### src/rtl/uart_rx_ctrl.sv
// uart_rx_ctrl: receive-side sequencer for the UART block.
// Generates the 16x oversampling tick, walks uart_rx through OFF/SYNC/RUN
// (holding it in reset until the line has idled long enough), filters
// received bytes by error status into a first-word-fall-through FIFO, and
// keeps sticky overrun plus saturating error counters.
module uart_rx_ctrl #(
  parameter int DEPTH      = 8,
  parameter int DIV_WIDTH  = 16,
  parameter int SYNC_TICKS = 160
) (
  input  logic                       clk,
  input  logic                       reset,
  input  logic                       enable,
  input  logic [DIV_WIDTH-1:0]       baud_div,
  input  logic                       parity_enable_cfg,
  input  logic                       rx_pin,
  output logic                       tick_16x,
  output logic                       rx_reset,
  output logic                       parity_enable,
  input  logic [7:0]                 rx_data,
  input  logic                       data_ready,
  input  logic                       parity_err,
  input  logic                       frame_err,
  output logic [7:0]                 out_data,
  output logic                       out_valid,
  input  logic                       out_ready,
  output logic [$clog2(DEPTH):0]     fifo_count,
  output logic                       overrun,
  output logic [7:0]                 parity_err_cnt,
  output logic [7:0]                 frame_err_cnt,
  input  logic                       clear_status
);

  localparam int AW = $clog2(DEPTH);
  localparam int CW = AW + 1;
  localparam int SW = $clog2(SYNC_TICKS + 1);

  typedef enum logic [1:0] {S_OFF, S_SYNC, S_RUN} state_t;

  state_t               state_q, state_d;
  logic [DIV_WIDTH-1:0] div_q, div_d;
  logic [DIV_WIDTH-1:0] shadow_div_q, shadow_div_d;
  logic                 shadow_par_q, shadow_par_d;
  logic [SW-1:0]        sync_cnt_q, sync_cnt_d;
  logic                 rx_meta_q, rx_meta_d;
  logic                 rx_sync_q, rx_sync_d;
  logic                 tick_q, tick_d;
  logic                 rx_reset_q, rx_reset_d;
  logic [AW-1:0]        wptr_q, wptr_d;
  logic [AW-1:0]        rptr_q, rptr_d;
  logic [CW-1:0]        count_q, count_d;
  logic                 overrun_q, overrun_d;
  logic [7:0]           perr_cnt_q, perr_cnt_d;
  logic [7:0]           ferr_cnt_q, ferr_cnt_d;
  logic [7:0]           mem_q [DEPTH];

  logic wrap, dr, par_hit, frm_hit, good, full, pop, push;

  // Next-state logic for sequencer, baud divider, line sync and FIFO/status.
  always_comb begin
    state_d      = state_q;
    shadow_div_d = shadow_div_q;
    shadow_par_d = shadow_par_q;
    rx_meta_d    = rx_pin;
    rx_sync_d    = rx_meta_q;

    // Divider wrap is the internal tick; the port copy is one cycle later.
    wrap = (state_q != S_OFF) && (div_q == shadow_div_q);

    case (state_q)
      S_OFF: begin
        if (enable) begin
          state_d      = S_SYNC;
          shadow_div_d = baud_div;
          shadow_par_d = parity_enable_cfg;
        end
      end
      S_SYNC: begin
        if (!enable)                             state_d = S_OFF;
        else if (sync_cnt_q >= SW'(SYNC_TICKS))  state_d = S_RUN;
      end
      S_RUN: begin
        if (!enable) state_d = S_OFF;
      end
      default: state_d = S_OFF;
    endcase

    // Divider sits at 0 while OFF so every SYNC entry starts a fresh period.
    if (state_q == S_OFF || state_d == S_OFF) div_d = '0;
    else if (wrap)                            div_d = '0;
    else                                      div_d = div_q + DIV_WIDTH'(1);

    // Count consecutive idle ticks; any low sample restarts the wait.
    sync_cnt_d = '0;
    if (state_q == S_SYNC && state_d == S_SYNC) begin
      sync_cnt_d = sync_cnt_q;
      if (wrap) begin
        if (!rx_sync_q)                        sync_cnt_d = '0;
        else if (sync_cnt_q < SW'(SYNC_TICKS)) sync_cnt_d = sync_cnt_q + SW'(1);
      end
    end

    tick_d     = wrap && (state_d != S_OFF);
    rx_reset_d = (state_d != S_RUN);

    // Byte acceptance: only meaningful once uart_rx is out of reset.
    dr      = data_ready && (state_q == S_RUN);
    par_hit = dr && parity_err && shadow_par_q;
    frm_hit = dr && frame_err;
    good    = dr && !frame_err && !(parity_err && shadow_par_q);
    full    = (count_q == CW'(DEPTH));
    pop     = (count_q != '0) && out_ready;
    push    = good && (!full || pop);

    wptr_d = push ? wptr_q + AW'(1) : wptr_q;
    rptr_d = pop  ? rptr_q + AW'(1) : rptr_q;
    case ({push, pop})
      2'b10:   count_d = count_q + CW'(1);
      2'b01:   count_d = count_q - CW'(1);
      default: count_d = count_q;
    endcase

    // Status: clear wins over a same-cycle event; counters saturate.
    if (clear_status)              overrun_d = 1'b0;
    else if (good && full && !pop) overrun_d = 1'b1;
    else                           overrun_d = overrun_q;

    if (clear_status)                      perr_cnt_d = '0;
    else if (par_hit && perr_cnt_q != '1)  perr_cnt_d = perr_cnt_q + 8'd1;
    else                                   perr_cnt_d = perr_cnt_q;

    if (clear_status)                      ferr_cnt_d = '0;
    else if (frm_hit && ferr_cnt_q != '1)  ferr_cnt_d = ferr_cnt_q + 8'd1;
    else                                   ferr_cnt_d = ferr_cnt_q;
  end

  // Control and status registers.
  always_ff @(posedge clk or posedge reset) begin
    if (reset) begin
      state_q      <= S_OFF;
      div_q        <= '0;
      shadow_div_q <= '0;
      shadow_par_q <= 1'b0;
      sync_cnt_q   <= '0;
      rx_meta_q    <= 1'b0;
      rx_sync_q    <= 1'b0;
      tick_q       <= 1'b0;
      rx_reset_q   <= 1'b1;
      wptr_q       <= '0;
      rptr_q       <= '0;
      count_q      <= '0;
      overrun_q    <= 1'b0;
      perr_cnt_q   <= '0;
      ferr_cnt_q   <= '0;
    end else begin
      state_q      <= state_d;
      div_q        <= div_d;
      shadow_div_q <= shadow_div_d;
      shadow_par_q <= shadow_par_d;
      sync_cnt_q   <= sync_cnt_d;
      rx_meta_q    <= rx_meta_d;
      rx_sync_q    <= rx_sync_d;
      tick_q       <= tick_d;
      rx_reset_q   <= rx_reset_d;
      wptr_q       <= wptr_d;
      rptr_q       <= rptr_d;
      count_q      <= count_d;
      overrun_q    <= overrun_d;
      perr_cnt_q   <= perr_cnt_d;
      ferr_cnt_q   <= ferr_cnt_d;
    end
  end

  // FIFO storage; unreset because the head is masked while empty.
  always_ff @(posedge clk) begin
    if (push) mem_q[wptr_q] <= rx_data;
  end

  assign tick_16x       = tick_q;
  assign rx_reset       = rx_reset_q;
  assign parity_enable  = shadow_par_q;
  assign out_valid      = (count_q != '0);
  assign out_data       = out_valid ? mem_q[rptr_q] : 8'h00;
  assign fifo_count     = count_q;
  assign overrun        = overrun_q;
  assign parity_err_cnt = perr_cnt_q;
  assign frame_err_cnt  = ferr_cnt_q;

endmodule

### config.mk
export PLATFORM = sky130hd
export DESIGN_NAME = uart_rx_ctrl
export DESIGN_NICKNAME = d
export VERILOG_FILES = /design/src/rtl/uart_rx_ctrl.sv
export SDC_FILE = /design/constraint.sdc
export NUM_CORES = 1
export LEC_CHECK = 0
export CAP_MARGIN = 0
export CORE_UTILIZATION = 45
export DETAILED_ROUTE_END_ITERATION = 8
export GPL_TIMING_DRIVEN = 0
export PLACE_DENSITY_LB_ADDON = 0.08
export SYNTH_ARGS = -nofsm -noshare
export SYNTH_HDL_FRONTEND = slang
export SYNTH_SLANG_ARGS = --single-unit
### constraint.sdc
create_clock -name clk -period 5.21 [get_ports clk]
set_clock_uncertainty 0.2 [all_clocks]
set_input_delay 0.521 -clock clk [delete_from_list [all_inputs] [get_ports clk]]
set_output_delay 0.521 -clock clk [all_outputs]
set_load 0.01 [all_outputs]
==> impl_results.md, run 1 <==
* Run status: finished clean
* Total Power at between 3000 and 4000 µW
* Final number of hold-violating endpoints at 0
* Clock Tree Buf Depth at 2
* Layout cell share with drive strength beyond 1 at 0.153
* Gr ovfl total at 0
* Placed Instances at 704
* DRC at 0
* Io pins at 67
* Final TNS setup at 0 ns
* Tcrit/Tclk final at 0.693
* Req. time, crit path at about 4.5 ns
* Max FO, Critical Path at 10
* Comb power frac at 0.231
* CTS tree: built
* PortBufs at 65
* Fin crit period at between 3 and 4 ns
* Diodes inserted at 0
* DR pass1 iterations at 4
* DPL Wire Length at between 8000 and 9000 µm
* R2R setup slack at roughly 2.3 ns
* Drt initial violations at 312
* Antenna Nets Post-Route at 0
* Final Max Slew Viols at 0
* CTS root buffer: clkbuf_16
* Int Power at around 2300 µW
* H-tree depth at 4
* Finished Layout Cells at 737
* Post-CTS Hold Fix Bufs at 0
* P per Cell Area at ~400 nW/µm²
* Share of the synthesized area in the top cell type at 0.311
* Nets at a little under 600
* First-pass GRT wire length at between 20,000 and 25,000 µm
* RSZ-0062 raised after global routing: false
* Worst Max-Slew Pin Slew at ~1.3 ns
* Crit. End Element: output port
* Mapped Avg Cell Area at 13.4 µm²
* GRT Total Usage at 0.190
* Final WL at around 12,000 µm
* Post-synth ARST share at 0.536
* Area of the mapped netlist at 6180 µm²
* Initial Utilization at 0.465
* Die area at about 14,000 µm²
* Peak VDD IR at around 350 µV
* Design area at between 7000 and 8000 µm²
* Core area at 13,300 µm²
* Post-synth EDFFs at 64
* Sequential share of the synthesized area at 0.611
* Area Growth Syn to Fin at 23.9%
* CP Data Arrival Time at 2.89 ns
* Die Y at roughly 120 µm
* Post-synth top cells: 73 x dfrtp_1, 64 x edfxtp_1, 52 x nor2_1
* Ys flop type: dfrtp_1
* Count leader, synth: dfrtp_1
* GR Layer Usage met3 at 0.0603
* Die Wd at approximately 120 µm
* Multi-input combinational cell area at between 2000 and 2500 µm²
* Clk pin slew, worst setup/hold paths at ~0.06 ns
* Dpl cell area at ~7100 µm²
* Pin count of the biggest net entering global routing at 49
* Via count at approximately 3,800
* Maxcap violations at 0
* Postcts setup bufs at 0
* HP Class: reg -> reg
* Avg WL per Cell at between 15 and 20 µm
* Row Count at 42
* Reg power frac at 0.403
* Startpoint type of the worst setup path: flip-flop
* Lkg Pwr at 0.00289 µW
* Worst skew pair latency at about 0.4 ns
* Vias per cell at 5.17
* Main area contributors after synthesis: edfxtp_1 31%, dfrtp_1 30%, mux4_2 5.8%
* Number of global-route vias before repair at 3,923
* Max_slew headroom at 0.100
* Yosys warning total at 0
* # setup viols final at 0
* Sw frac at 0.257
* Num CTS Buffers at 17
* Clk sink count at 138
* FF/Latch Area at about 3800 µm²
* Met1 Track Usage GR at 0.266
* Psw at between 700 and 800 µW
* Crit Path Class: reg -> out
* Top Usage Layer GRT: met2
* Initial antenna violation count at 0
* Syn_nets at between 500 and 600
* Yosys cell types at 52
* Gpl congestion at a little over 0.8
* Post-CTS sizing at 0
* # fillers at between 1,000 and 1,500
* Synth Register Bits at roughly 140
* Gate Count Post-Synth at 460
* Clk pwr share at 0.366
* Met2 usage at 0.277
* Fmax at ~280 MHz
* Dominant cell type by area after synthesis: edfxtp_1
power by group through the flow:
stage / Sequential (µW) / Clock (µW) / Combinational [µW]
5_1_grt: 1240 / 1190 / 779
3_5_place_dp: 1260 / 0 / 725
4_1_cts: 1240 / 1150 / 726
2_1_floorplan: 1250 / 0 / 444
6_report: 1240 / 1120 / 709
3_3_place_gp: 1260 / 0 / 711
worst max-delay path: stages, from the launching register on:
cell and delay (ns):
dfrtp_1 0.35, buf_1 0.44, clkbuf_1 0.54, mux4_2 0.41, mux2i_1 0.18, nor2_1 0.07
clkdlybuf4s50_1 0.48
cell type report:
cell class	instances	share of cell area
Sequential cell	138	0.493
Multi-Input combinational cell	289	0.296
Timing Repair Buffer	69	0.0913
Clock buffer	22	0.0581
Tap cell	176	0.0288
Clock inverter	10	0.0136
Buffer	15	0.0103
Inverter	18	0.00916
through the flow:
step                utilization  setup slack (ns)  hold slack [ns]
finish                    0.575              1.60            0.153
global route              0.575              1.36            0.158
CTS                       0.575              1.51            0.156
detailed placement        0.534              1.86            0.139
global placement          0.530              1.30            0.137
floorplan                     -              2.52            0.131
state kept, by name (all words and copies together) (netlist names):
signal and cells:
div_q 16, fifo_count 4, frame_err_cnt 8, mem_q 64, overrun 1, parity_enable 1
parity_err_cnt 8, rptr_q 3, rx_meta_q 1, rx_reset 1, rx_sync_q 1, shadow_div_q 16
state_q 2, sync_cnt_q 8, tick_16x 1, wptr_q 3
per-layer routing:
| layer | part of all wire | wire (µm) |
|---|---|---|
| met5 | 0 | 0 |
| met4 | 0.012 | 141 |
| met3 | 0.051 | 620 |
| met2 | 0.46 | 5560 |
| met1 | 0.48 | 5840 |
cells by family (layout without fill, tap and decap cells):
kind of cell | Yosys count | in the layout | share of synthesized area
xor+xnor | 50 | 50 | 0.0709
compound gates | 37 | 37 | 0.0395
fa+ha+maj | 10 | 10 | 0.0215
buf+inv | 33 | 134 | 0.0237
simple gates | 144 | 144 | 0.119
flops | 138 | 138 | 0.611
mux | 48 | 48 | 0.114
worst paths after layout:
kind,from,end,depth (start not counted)
max,rptr_q[1]$_DFFE_PP0N_,out_data[7],6
min,rx_meta_q$_DFF_PP0_,rx_sync_q$_DFF_PP0_,0
max reg2reg,fifo_count[0]$_DFFE_PP0P_,fifo_count[3]$_DFFE_PP0P_,11
min reg2reg,rx_meta_q$_DFF_PP0_,rx_sync_q$_DFF_PP0_,0
max in group asynchronous,reset,parity_err_cnt[2]$_DFFE_PP0P_,3
min in group asynchronous,reset,div_q[13]$_DFF_PP0_,2
cells in the final DEF, fill, tap and decap left out, types with 2 or more instances in the layout:
cell	count
nand2b_1	5
nor3_1	14
buf_2	7
clkbuf_16	17
clkinv_2	4
a21o_1	2
buf_6	2
and2_1	4
and3_1	5
ha_1	9
bufinv_16	2
nor2b_1	2
nor4_2	2
nand2_1	13
mux2i_1	12
buf_1	4
xor2_1	15
clkbuf_1	8
buf_4	2
and4_1	5
nand3_1	20
mux4_2	16
nand4_1	9
clkinv_1	2
or3_1	3
a21oi_1	13
mux2_2	20
o21ai_0	8
o31ai_1	3
inv_1	17
edfxtp_1	64
clkdlybuf4s50_1	65
dfrtp_1	73
nor2_1	52
xnor2_1	35
o21ai_1	2
Note: power is estimated with default switching activity, not from simulation.
==> inputs of run 2 (changes only) <==
==> constraint.sdc (replaced) <==
create_clock -name clk -period 3.78 [get_ports clk]
set_clock_uncertainty 0.2 [all_clocks]
set_input_delay 0.378 -clock clk [delete_from_list [all_inputs] [get_ports clk]]
set_output_delay 0.378 -clock clk [all_outputs]
set_load 0.01 [all_outputs]
==> results of run 2 <==
The final DEF is identical to that of run 1. Status: finished clean.
Main changes from that run: setup slack after placement 1.86 ns -> 0.572 ns; setup slack after layout 1.60 ns -> 0.312 ns; hold slack 0.153 ns -> 0.113 ns; register-to-register setup slack 2.29 ns -> 0.86 ns; total power 3070 µW -> 4230 µW; worst IR drop on VDD 348 µV -> 480 µV
==> inputs of run 3 (changes only) <==
--- a/config.mk
+++ b/config.mk
@@ -5,6 +5,7 @@
 export SDC_FILE = /design/constraint.sdc
 export NUM_CORES = 1
 export LEC_CHECK = 0
+export ABC_AREA = 1
 export CAP_MARGIN = 0
 export CORE_UTILIZATION = 45
 export DETAILED_ROUTE_END_ITERATION = 8
==> constraint.sdc (replaced) <==
create_clock -name clk -period 3 [get_ports clk]
set_clock_uncertainty 0.2 [all_clocks]
set_input_delay 0.3 -clock clk [delete_from_list [all_inputs] [get_ports clk]]
set_output_delay 0.3 -clock clk [all_outputs]
set_load 0.01 [all_outputs]
==> impl_results.md, run 3 <==
* Row Count at 44 (+4.8%)
* Crit Path Class: reg -> out
* Final WS setup at 0.132 ns
* Area of the mapped netlist at 6670 µm² (+8.0%)
* GRT Total Usage at 0.218 (+0.0275)
* Worst Max-Slew Pin Slew at 1.23 ns (-0.114 ns)
* Peak VDD IR at 437 µV
* Initial antenna violation count at 0 (unchanged)
* CTS tree: built
* CTS root buffer: clkbuf_16
* Post-synth top cells: 152 x nand2_1, 138 x nor2_1, 80 x inv_1
* P per Cell Area at just over 700 nW/µm²
* Req. time, crit path at 2.50 ns
* Main area contributors after synthesis: edfxtp_1 29%, dfrtp_1 27%, nand2_1 8.6%
* Worst skew pair latency at 0.42 ns (about the same)
* Maxcap violations at 0 (unchanged)
* Gpl congestion at 0.887 (+9.9%)
* FF/Latch Area at 3770 µm² (unchanged)
* # setup viols final at 0 (unchanged)
* R2r startpoint: state_q[0]$_DFF_PP0_
* CP Data Arrival Time at 2.37 ns (-0.52 ns)
* Final Hold Slack at around 0.1 ns
* H-tree depth at 4 (unchanged)
* Mapped Avg Cell Area at 8.84 µm² (-34%)
* Finished Layout Cells at 1,038 (+41%)
* Final Max Slew Viols at 0 (unchanged)
* Total Power at around 6000 µW
* Pin count of the biggest net entering global routing at 57 (+16%)
* Post-synth ARST share at 0.536 (unchanged)
* RSZ-0062 raised after global routing: true
* Max FO, Critical Path at 10 (unchanged)
* Sequential share of the synthesized area at 0.566 (-0.0454)
* Crit path from: rptr_q[1]$_DFFE_PP0N_
* Largest Register: mem_q
* CP max stage cell: clkdlybuf4s50_1
* WHS Path Cells at 2
* Max_slew headroom at 0.176 (+0.0765)
* Yosys cell types at 40 (-23%)
* Tcrit/Tclk final at 0.956
* Clock Tree Buf Depth at 2 (unchanged)
* Gr ovfl total at 0 (unchanged)
* R2R setup slack at between 0.15 and 0.2 ns
* Number of global-route vias before repair at 5,164 (+32%)
* DR pass1 iterations at 5 (+1)
* Core area at 14,500 µm² (+8.9%)
* Worst path cell trace: buf_2, clkbuf_4, nor2_1, o21ai_0, o21ai_0, o21ai_0, a31oi_1, clkdlybuf4s50_1
* Avg WL per Cell at 14.8 µm (-11%)
* Antenna Nets Post-Route at 0 (unchanged)
* Crit. End Element: output port
* Final WL at 15,300 µm (+26%)
* Area Growth Syn to Fin at 24.1%
* Syn_nets at 799 (+59%)
* Diodes inserted at 0 (unchanged)
* Fin crit period at 2.87 ns
* CP top delay family: buffers and inverters
* Io pins at 67 (unchanged)
* Cell mode on critical path: o21ai_0
* Share of the synthesized area in the top cell type at 0.288 (-0.0231)
* Initial Utilization at 0.461 (-0.00375)
* Die Y at 124 µm (+3.9%)
* CP bufs+invs at 3 (unchanged)
* Clk pin slew, worst setup/hold paths at 0.06 ns (about the same)
* Num CTS Buffers at 17 (unchanged)
* DPL Wire Length at 10,800 µm (+28%)
* Nets at 885 (+49%)
* Clk sink count at 138 (unchanged)
* HP Start: clear_status
* Gate Count Post-Synth at 755 (+64%)
* Startpoint type of the worst setup path: flip-flop
* Run status: finished clean
* Drt initial violations at 365 (+17%)
* Lkg Pwr at 0.00354 µW (+22%)
* Postcts setup bufs at 0 (unchanged)
* WHS Endpoint: overrun$_DFFE_PP0P_
* Fmax at ~350 MHz
* Dominant cell type by area after synthesis: edfxtp_1
* Max FFs per register at 64 (unchanged)
* R2R cell count at 6 (-5)
* Post-synth EDFFs at 64 (unchanged)
* Design area at 8280 µm² (+8.2%)
* Die area at 15,300 µm² (+7.9%)
* PortBufs at 65 (unchanged)
* Via count at 5,319 (+40%)
* Post-Place Setup Slack at -0.258 ns
* Commonest non-fill, non-tap cell in the layout: nand2_1
* Placed Instances at 1,005 (+43%)
* Multi-input combinational cell area at 2480 µm² (+9.6%)
* Largest regs: mem_q (64), div_q (16), shadow_div_q (16)
* Synth Register Bits at 138 (unchanged)
* HP Class: in -> reg
* Worst r2r dst: mem_q[2][1]$_DFFE_PP_
* # fillers at 1,281 (+16%)
* Dpl cell area at 7580 µm² (+6.9%)
* Die Wd at 124 µm (+3.9%)
* Vias per cell at 5.12 (-0.93%)
* First-pass GRT wire length at 25,200 µm (+24%)
* Layout cell share with drive strength beyond 1 at 0.0913 (-0.0620)
* DRC at 0 (unchanged)
* Most frequent cells in the layout: 152 x nand2_1, 138 x nor2_1, 78 x inv_1
* Final number of hold-violating endpoints at 0 (unchanged)
* CP max stage delay at 0.56 ns (+0.02 ns)
* Yosys warning total at 0 (unchanged)
* Count leader, synth: nand2_1
* Ys flop type: dfrtp_1
==> run 3: changes by cell type after synthesis, sizes merged, moves of 19 or more <==
cell	delta
nand2	+144
inv	+66
o21ai	+51
nand3	+23
xnor2	-32
nor2	+89
mux2	-19
==> run 3: kinds of logic after synthesis <==
kind of cell	Yosys count	share of synthesized area
and+or+nand+nor	374	0.236
AOI/OAI and AO/OA	104	0.0827
xor gates and xnor gates	22	0.0289
buffers and inverters	106	0.0649
muxes	1	0.00169
adders and majority gates	10	0.0199
DFF	138	0.566
==> run 3: cell type report <==
cell class	instances	area share
buffer	21	0.0153
clock buffer	18	0.0518
clock inverter	14	0.0266
inverter	85	0.0391
multi-input combinational	511	0.299
sequential	138	0.456
tap	184	0.0278
timing repair buffer	67	0.0840
==> run 3: per-layer routing <==
metal	global-route usage	wire (µm)	share of wire
met1	0.272	6830	0.45
met3	0.0394	432	0.028
met5	0	0	0
met4	0.0889	247	0.016
met2	0.373	7800	0.51
==> run 3: where the power goes <==
part / switching, µW / leakage, µW / internal, µW / total [µW]
Clock: 831 / 0.000315 / 1480 / 2310
Sequential: 67.4 / 0.00152 / 2070 / 2130
Combinational: 894 / 0.00171 / 641 / 1540
Total: 1790 / 0.00354 / 4190 / 5980
==> run 3: timing repair <==
item / in CTS / in global routing
hold buffers: 1 / 0
setup endpoints to repair: 7 / 15
resized for setup: 6 / 10
hold endpoints to repair: 18 / 0
==> run 3: how the worst max path moves through the flow <==
stage / depth (start not counted) / endpoint
finish: 8 / out_data[4]
floorplan: 1 / div_q[0]$_DFF_PP0_
detailed placement: 6 / mem_q[0][5]$_DFFE_PP_
CTS: 8 / out_data[1]
global placement: 2 / fifo_count[1]$_DFFE_PP0P_
global route: 7 / mem_q[1][1]$_DFFE_PP_
==> run 3: worst reg2reg max path, stage by stage, from the launching register on <==
cell and delay [ns]:
dfrtp_1 0.41, inv_1 0.16, nand3_2 0.13, nor2_2 0.12
nand2_1 0.17, or2_1 0.34, nor3_1 0.91
==> run 3: through the flow <==
step                      utilization  TNS (ns)
after floorplan                     -         0
after global placement          0.522    -57.44
after detailed placement        0.524     -7.18
after CTS                       0.570         0
after global routing            0.572   -0.0343
final                           0.572         0
